## config.mk

```make
export PLATFORM = sky130hd
export DESIGN_NAME = tty_rx_buffer_flat
export DESIGN_NICKNAME = d
export VERILOG_FILES = /design/src/rtl/pdp8_tty_pkg.sv /design/src/rtl/tty_rx_buffer_if.sv /design/src/rtl/tty_sync_fifo.sv /design/src/rtl/tty_rx_buffer.sv /design/src/flat_wrapper.sv
export SDC_FILE = /design/constraint.sdc
export NUM_CORES = 1
export LEC_CHECK = 0
export BUFFER_PORTS_ARGS = -buffer_cell sky130_fd_sc_hd__buf_4
export CORE_MARGIN = 2
export CORE_UTILIZATION = 30
export DETAILED_ROUTE_END_ITERATION = 12
export PLACE_DENSITY = 0.46
export SYNTH_ARGS = -nofsm -noshare
export SYNTH_HDL_FRONTEND = slang
export SYNTH_SLANG_ARGS = --single-unit
```

## constraint.sdc

```tcl
create_clock -name CLK -period 2 [get_ports CLK]
set_input_delay 0.4 -clock CLK [delete_from_list [all_inputs] [get_ports CLK]]
set_output_delay 0.4 -clock CLK [all_outputs]
set_load 0.02 [all_outputs]
```

## src/rtl/pdp8_tty_pkg.sv

```systemverilog
// pdp8_tty_pkg: shared types and constants for the console TTY receive/transmit blocks.
// Rev 1.0
`default_nettype none

package pdp8_tty_pkg;

   typedef enum logic [1:0] {
      IDLE  = 2'd0,
      START = 2'd1,
      DATA  = 2'd2,
      STOP  = 2'd3
   } rx_state_t;

   localparam int OVERSAMPLE = 16;
   localparam int MID_TICK   = 7;

   // Clocks per oversample tick, rounded to nearest, never below 1.
   function automatic int calc_div(input int clk_hz, input int baud);
      int d;
      d = (clk_hz + 8 * baud) / (16 * baud);
      return (d < 1) ? 1 : d;
   endfunction

endpackage

`default_nettype wire

```

## src/rtl/tty_rx_buffer_if.sv

```systemverilog
// tty_rx_buffer_if: serial input plus keyboard IOT pop/flag side of the receive buffer.
// Rev 1.0
`default_nettype none

interface tty_rx_buffer_if;
   logic       rx;
   logic       clear;
   logic       pop;
   logic [7:0] data;
   logic       avail;
   logic       irq;
   logic [4:0] count;
   logic       overrun;
   logic       frame_err;

   modport slave (
      input  rx, clear, pop,
      output data, avail, irq, count, overrun, frame_err
   );

   modport master (
      output rx, clear, pop,
      input  data, avail, irq, count, overrun, frame_err
   );
endinterface

`default_nettype wire

```

## src/rtl/tty_sync_fifo.sv

```systemverilog
// tty_sync_fifo: small synchronous FIFO with extra-bit pointers and synchronous flush.
// Rev 1.0
`default_nettype none

module tty_sync_fifo #(
   parameter int DEPTH = 4,
   parameter int WIDTH = 8
) (
   input  logic                     CLK,
   input  logic                     RESET,
   input  logic                     clear,
   input  logic                     push,
   input  logic                     pop,
   input  logic [WIDTH-1:0]         wdata,
   output logic [WIDTH-1:0]         rdata,
   output logic                     full,
   output logic                     empty,
   output logic [$clog2(DEPTH):0]   count
);

   localparam int          AW      = $clog2(DEPTH);
   localparam logic [AW:0] PTR_ONE = 1;

   logic [AW:0]      wr_ptr;
   logic [AW:0]      rd_ptr;
   logic [WIDTH-1:0] mem [DEPTH];
   logic             do_push;
   logic             do_pop;

   // A pop on a full FIFO frees the slot the simultaneous push needs.
   assign do_pop  = pop & ~empty;
   assign do_push = push & (~full | do_pop);

   always_ff @(posedge CLK) begin
      if (!RESET || clear) begin
         wr_ptr <= '0;
         rd_ptr <= '0;
      end else begin
         if (do_push) wr_ptr <= wr_ptr + PTR_ONE;
         if (do_pop)  rd_ptr <= rd_ptr + PTR_ONE;
      end
   end

   always_ff @(posedge CLK) begin
      if (do_push) mem[wr_ptr[AW-1:0]] <= wdata;
   end

   assign empty = (wr_ptr == rd_ptr);
   assign full  = (wr_ptr[AW] != rd_ptr[AW]) && (wr_ptr[AW-1:0] == rd_ptr[AW-1:0]);
   assign count = wr_ptr - rd_ptr;
   assign rdata = mem[rd_ptr[AW-1:0]];

endmodule

`default_nettype wire

```

## src/rtl/tty_rx_buffer.sv

```systemverilog
// tty_rx_buffer: 8N1 console keyboard receiver with FIFO feeding the keyboard IOT logic.
// Rev 1.0
`default_nettype none

module tty_rx_buffer
   import pdp8_tty_pkg::*;
#(
   parameter int CLK_HZ     = 12000000,
   parameter int BAUD       = 9600,
   parameter int FIFO_DEPTH = 4,
   parameter int FORCE_BIT7 = 1
) (
   input  logic             CLK,
   input  logic             RESET,
   tty_rx_buffer_if.slave   bus
);

   localparam int          DIV      = calc_div(CLK_HZ, BAUD);
   localparam logic [15:0] DIV_LAST = 16'(DIV - 1);
   localparam logic [3:0]  TC_MID   = 4'(MID_TICK);
   localparam logic [3:0]  TC_LAST  = 4'(OVERSAMPLE - 1);
   localparam int          CW       = $clog2(FIFO_DEPTH) + 1;

   logic [1:0]  sync;
   logic        rx_s;
   logic [15:0] div_cnt;
   logic        tick;
   rx_state_t   state;
   rx_state_t   state_d;
   logic [3:0]  tc;
   logic [2:0]  idx;
   logic [7:0]  shift;
   logic        push;
   logic        frame_set;
   logic [7:0]  rx_byte;
   logic [7:0]  head;
   logic        full;
   logic        empty;
   logic [CW-1:0] fifo_count;
   logic        overrun;
   logic        frame_err;

   always_ff @(posedge CLK) begin
      if (!RESET) sync <= 2'b11;
      else        sync <= {sync[0], bus.rx};
   end
   assign rx_s = sync[1];

   always_ff @(posedge CLK) begin
      if (!RESET || div_cnt == DIV_LAST) div_cnt <= '0;
      else                               div_cnt <= div_cnt + 16'd1;
   end
   assign tick = (div_cnt == DIV_LAST);

   always_ff @(posedge CLK) begin
      if (!RESET || bus.clear) begin
         state <= IDLE;
         tc    <= '0;
         idx   <= '0;
         shift <= '0;
      end else begin
         state <= state_d;
         if (tick) begin
            if (state == IDLE || state != state_d) tc <= '0;
            else                                   tc <= tc + 4'd1;
            if (state == START) idx <= '0;
            if (state == DATA && tc == TC_LAST) begin
               shift[idx] <= rx_s;
               idx        <= idx + 3'd1;
            end
         end
      end
   end

   always_comb begin
      state_d = state;
      if (tick) begin
         case (state)
            IDLE:    if (!rx_s) state_d = START;
            START:   if (tc == TC_MID) state_d = rx_s ? IDLE : DATA;
            DATA:    if (tc == TC_LAST && idx == 3'd7) state_d = STOP;
            STOP:    if (tc == TC_LAST) state_d = IDLE;
            default: state_d = IDLE;
         endcase
      end
   end

   // Stop bit is judged at its middle, the 16th tick after the last data sample.
   always_comb begin
      push      = 1'b0;
      frame_set = 1'b0;
      if (tick && state == STOP && tc == TC_LAST) begin
         push      = rx_s;
         frame_set = ~rx_s;
      end
   end

   assign rx_byte = {(FORCE_BIT7 != 0) ? 1'b1 : shift[7], shift[6:0]};

   tty_sync_fifo #(
      .DEPTH (FIFO_DEPTH),
      .WIDTH (8)
   ) u_fifo (
      .CLK   (CLK),
      .RESET (RESET),
      .clear (bus.clear),
      .push  (push),
      .pop   (bus.pop),
      .wdata (rx_byte),
      .rdata (head),
      .full  (full),
      .empty (empty),
      .count (fifo_count)
   );

   always_ff @(posedge CLK) begin
      if (!RESET || bus.clear) begin
         overrun   <= 1'b0;
         frame_err <= 1'b0;
      end else begin
         if (push && full && !bus.pop) overrun <= 1'b1;
         if (frame_set)                frame_err <= 1'b1;
      end
   end

   assign bus.data      = empty ? 8'h00 : head;
   assign bus.avail     = ~empty;
   assign bus.irq       = ~empty;
   assign bus.count     = 5'(fifo_count);
   assign bus.overrun   = overrun;
   assign bus.frame_err = frame_err;

endmodule

`default_nettype wire

```

## src/flat_wrapper.sv

```systemverilog
// flat-port wrapper written by rule: the top's interface ports become plain ports
module tty_rx_buffer_flat import pdp8_tty_pkg::*;
#(
   parameter int CLK_HZ     = 12000000,
   parameter int BAUD       = 9600,
   parameter int FIFO_DEPTH = 4,
   parameter int FORCE_BIT7 = 1
)
  (CLK, RESET, bus_rx, bus_clear, bus_pop, bus_data, bus_avail, bus_irq, bus_count, bus_overrun, bus_frame_err);
  tty_rx_buffer_if bus_i ();
  input  logic CLK;
  input  logic RESET;
  input wire logic [$bits(bus_i.rx)-1:0] bus_rx;
  input wire logic [$bits(bus_i.clear)-1:0] bus_clear;
  input wire logic [$bits(bus_i.pop)-1:0] bus_pop;
  output wire logic [$bits(bus_i.data)-1:0] bus_data;
  output wire logic [$bits(bus_i.avail)-1:0] bus_avail;
  output wire logic [$bits(bus_i.irq)-1:0] bus_irq;
  output wire logic [$bits(bus_i.count)-1:0] bus_count;
  output wire logic [$bits(bus_i.overrun)-1:0] bus_overrun;
  output wire logic [$bits(bus_i.frame_err)-1:0] bus_frame_err;
  assign bus_i.rx = bus_rx;
  assign bus_i.clear = bus_clear;
  assign bus_i.pop = bus_pop;
  assign bus_data = bus_i.data;
  assign bus_avail = bus_i.avail;
  assign bus_irq = bus_i.irq;
  assign bus_count = bus_i.count;
  assign bus_overrun = bus_i.overrun;
  assign bus_frame_err = bus_i.frame_err;
  tty_rx_buffer #(.CLK_HZ(CLK_HZ), .BAUD(BAUD), .FIFO_DEPTH(FIFO_DEPTH), .FORCE_BIT7(FORCE_BIT7)) u_core (.CLK(CLK), .RESET(RESET), .bus(bus_i));
endmodule
```

==> flow_summary_export.csv <==
group,metric,value,unit
layout,n_antenna_cell,0,
floorplan,io_pins,22,
route,wl_per_cell,13.97,um
layout,multi_input_area,0.001610,mm^2
synth,synth.distinct_cells,58,
route,wirelength,7029,um
worst_setup_path,critical_path_arrival,1.57,ns
synth,syn_inst,310,
timing,period_share,98.50,%
global_routing,grt_pass1_wl,12050,um
run_status,status,"complete, no violations",
synth,synth_flop_cell,"dfxtp_1",
layout,final_cell_mix,"buf_4, dfxtp_1, nor2_1, edfxtp_1, nand2_1",
floorplan,core_area,0.01094,mm^2
layout,final_cells,503,
route,vias_per_cell,4.750,
layout,fillerInstances,1093,
floorplan,start_util,31.09,%
clock_network,cts_htree_levels,3,
placed_design,gp_congestion,0.7559,
floorplan,rows,38,
route,postRouteAntennaNets,0,
synth,syn-cell-area,0.003400,mm^2
timing,fin_ws,0.03007,ns
worst_setup_path,crit_fanout,7,
timing,rsz0062_at_grt,"true",
layout,layout_commonest_cell,"buf_4",
layout,layout.nets,376,
worst_setup_path,required,1.60,ns
layout,final_util,38.94,%
synth,synth.avg_cell_area,10.97,um^2
route,drtPass1Iterations,5,
clock_network,cts_root_buffer,"clkbuf_16",
flow_run,drv_cap,0,
timing,fin_crit,1.970,ns
power_and_ir_drop,leakage,1.600,nW
clock_network,clkTransAtPathRegs,0.05,ns
global_routing,antenna_found_initial,0,
synth,yosysSeqAreaShare,50.64,%
power_and_ir_drop,irDropWorstVdd,0.4308,mV
worst_setup_path,setup.worst_path.end_class,"primary output",
timing,clock_skew,0.006663,ns
clock_network,clock_path_buffers,2,
route,vias,2389,
timing,clock.fmax,0.5076,GHz
timing,finalSetupViolations,0,
global_routing,grt_pass1_vias,2360,
timing,hold_viol_final,0,
synth,ys_ff_latch,72,
placed_design,io_buffers,19,
layout,drive_gt1_share,28.65,%
clock_network,cts_buffers,9,
floorplan,die_y,110.5,um
synth,ys_warn_count,0,
synth,synth-edff-count,28,
floorplan,dieArea,0.01220,mm^2
timing,worst-slew-pin-transition,0.5205,ns
worst_setup_path,start_kind,"flip-flop",
power_and_ir_drop,totalPowerFinal,2.988,mW
route,drc_errors,0,
timing,finalMaxSlewViolations,0,
synth,async_reset_ff_share,0,%
layout,ff_latch_area,0.001728,mm^2
power_and_ir_drop,power_density,701.8,mW/mm^2
clock_network,cts-hold-fix-buffers,0,
timing,max_slew_margin,64.75,%
placed_design,preCtsSetupSlack,0.04613,ns
worst_setup_path,criticalPathCategory,"flip-flop to primary output",
route,dr.first_iter.drc_count,76,
floorplan,fp.dieW,110.5,um
clock_network,tritoncts,"done",
global_routing,grt_usage,12.23,%
clock_network,clk_latency,0.33,ns
placed_design,hpwlAfterDp,5140,um
layout,syn_to_final_growth,25.25,%
timing,fin_setup_tns,0,ns
placed_design,placed_cells,484,
global_routing,grt_max_degree,17,
min_path,hold_path.class,"primary input to flip-flop",
clock_network,cts.sinks,72,
global_routing,overflow,0,
[flip-flops by register name (all words and copies together) (netlist names), named ones only]
register / flops
u_core.bus.frame_err: 1
u_core.bus.overrun: 1
u_core.div_cnt: 16
u_core.idx: 3
u_core.shift: 7
u_core.state: 2
u_core.sync: 2
u_core.tc: 4
u_core.u_fifo.mem: 28
u_core.u_fifo.rd_ptr: 3
u_core.u_fifo.wr_ptr: 3
[worst max-delay path: stages (launching register included)]
cell     delay, ns
dfxtp_2       0.33
buf_8         0.14
mux4_2        0.49
nor2b_1       0.14
buf_4         0.15
[synth_stat cells (5+ instances only)]
library cell	number	area share [%]
a21oi_1	10	1.5
buf_2	7	1.0
buf_4	5	1.1
clkbuf_1	5	0.55
dfxtp_1	44	26
edfxtp_1	28	25
ha_1	12	4.4
inv_1	11	1.2
mux4_2	7	4.6
nand2_1	17	1.9
nand3_1	15	2.2
nand4_1	10	1.8
nor2_1	30	3.3
nor2b_1	9	1.7
nor4_1	6	1.1
o21ai_0	7	1.0
o31ai_1	5	1.1
xnor2_1	9	2.3
xor2_1	10	2.6
[routing by layer]
metal,global-route usage [%],part of all wire (%),up-vias
met5,0,0,-
met4,4.500,1.2,0
met3,2.689,2.8,8
met2,18.36,45,36
met1,17.28,51,1116
li1,-,-,1229
[metrics by stage]
stage	cell area, um^2	hold WS (ns)
finish	4258	0.2573
global route	4258	0.2569
CTS	4187	0.2467
detailed placement	3877	0.4149
global placement	3877	0.4027
floorplan	3408	0.3863
[final timing paths]
| kind | startpoint | end | slack [ns] | depth (start not counted) |
|---|---|---|---|---|
| setup reg to reg | u_core.tc[0] | u_core.u_fifo.mem[0][5] | 0.13 | 4 |
| hold reg to reg | u_core.sync[0] | u_core.sync[1] | 0.42 | 1 |
| setup / recovery | flip-flop | bus_data[0] | 0.03 | 4 |
| hold / removal | bus_rx | u_core.sync[0] | 0.26 | 2 |
[layout make-up]
| type | count | share of cell area (%) |
|---|---|---|
| clock buffers | 12 | 5.554 |
| clock inverters | 4 | 0.4996 |
| inverters | 11 | 1.029 |
| multi-input cells | 208 | 37.82 |
| flip-flops and latches | 72 | 40.58 |
| well taps | 140 | 4.114 |
| repair buffers | 56 | 10.40 |
[report_power, final]
part	internal [mW]	switching (mW)
Clock	0.831	0.568
Sequential	1.52	0.00305
Combinational	0.0295	0.0384
Total	2.38	0.609
[timing repair]
action | CTS | global route
resized for setup | 16 | 14
pin swaps | 3 | 0
setup endpoints to repair | 12 | 19
gates cloned | 0 | 0
setup buffers | 1 | 2
[kinds of logic (layout without fill, tap and decap cells)]
family | after synthesis | in the layout | synth area share (%)
mux | 11 | 11 | 5.852
other cells | 1 | 2 | 0.1103
buf+inv | 31 | 83 | 4.269
compound gates | 38 | 38 | 7.509
fa+ha+maj | 13 | 13 | 5.005
simple gates | 125 | 125 | 21.71
flops | 72 | 72 | 50.64
xor+xnor | 19 | 19 | 4.895
No activity file was read; power rests on OpenSTA's default activity.
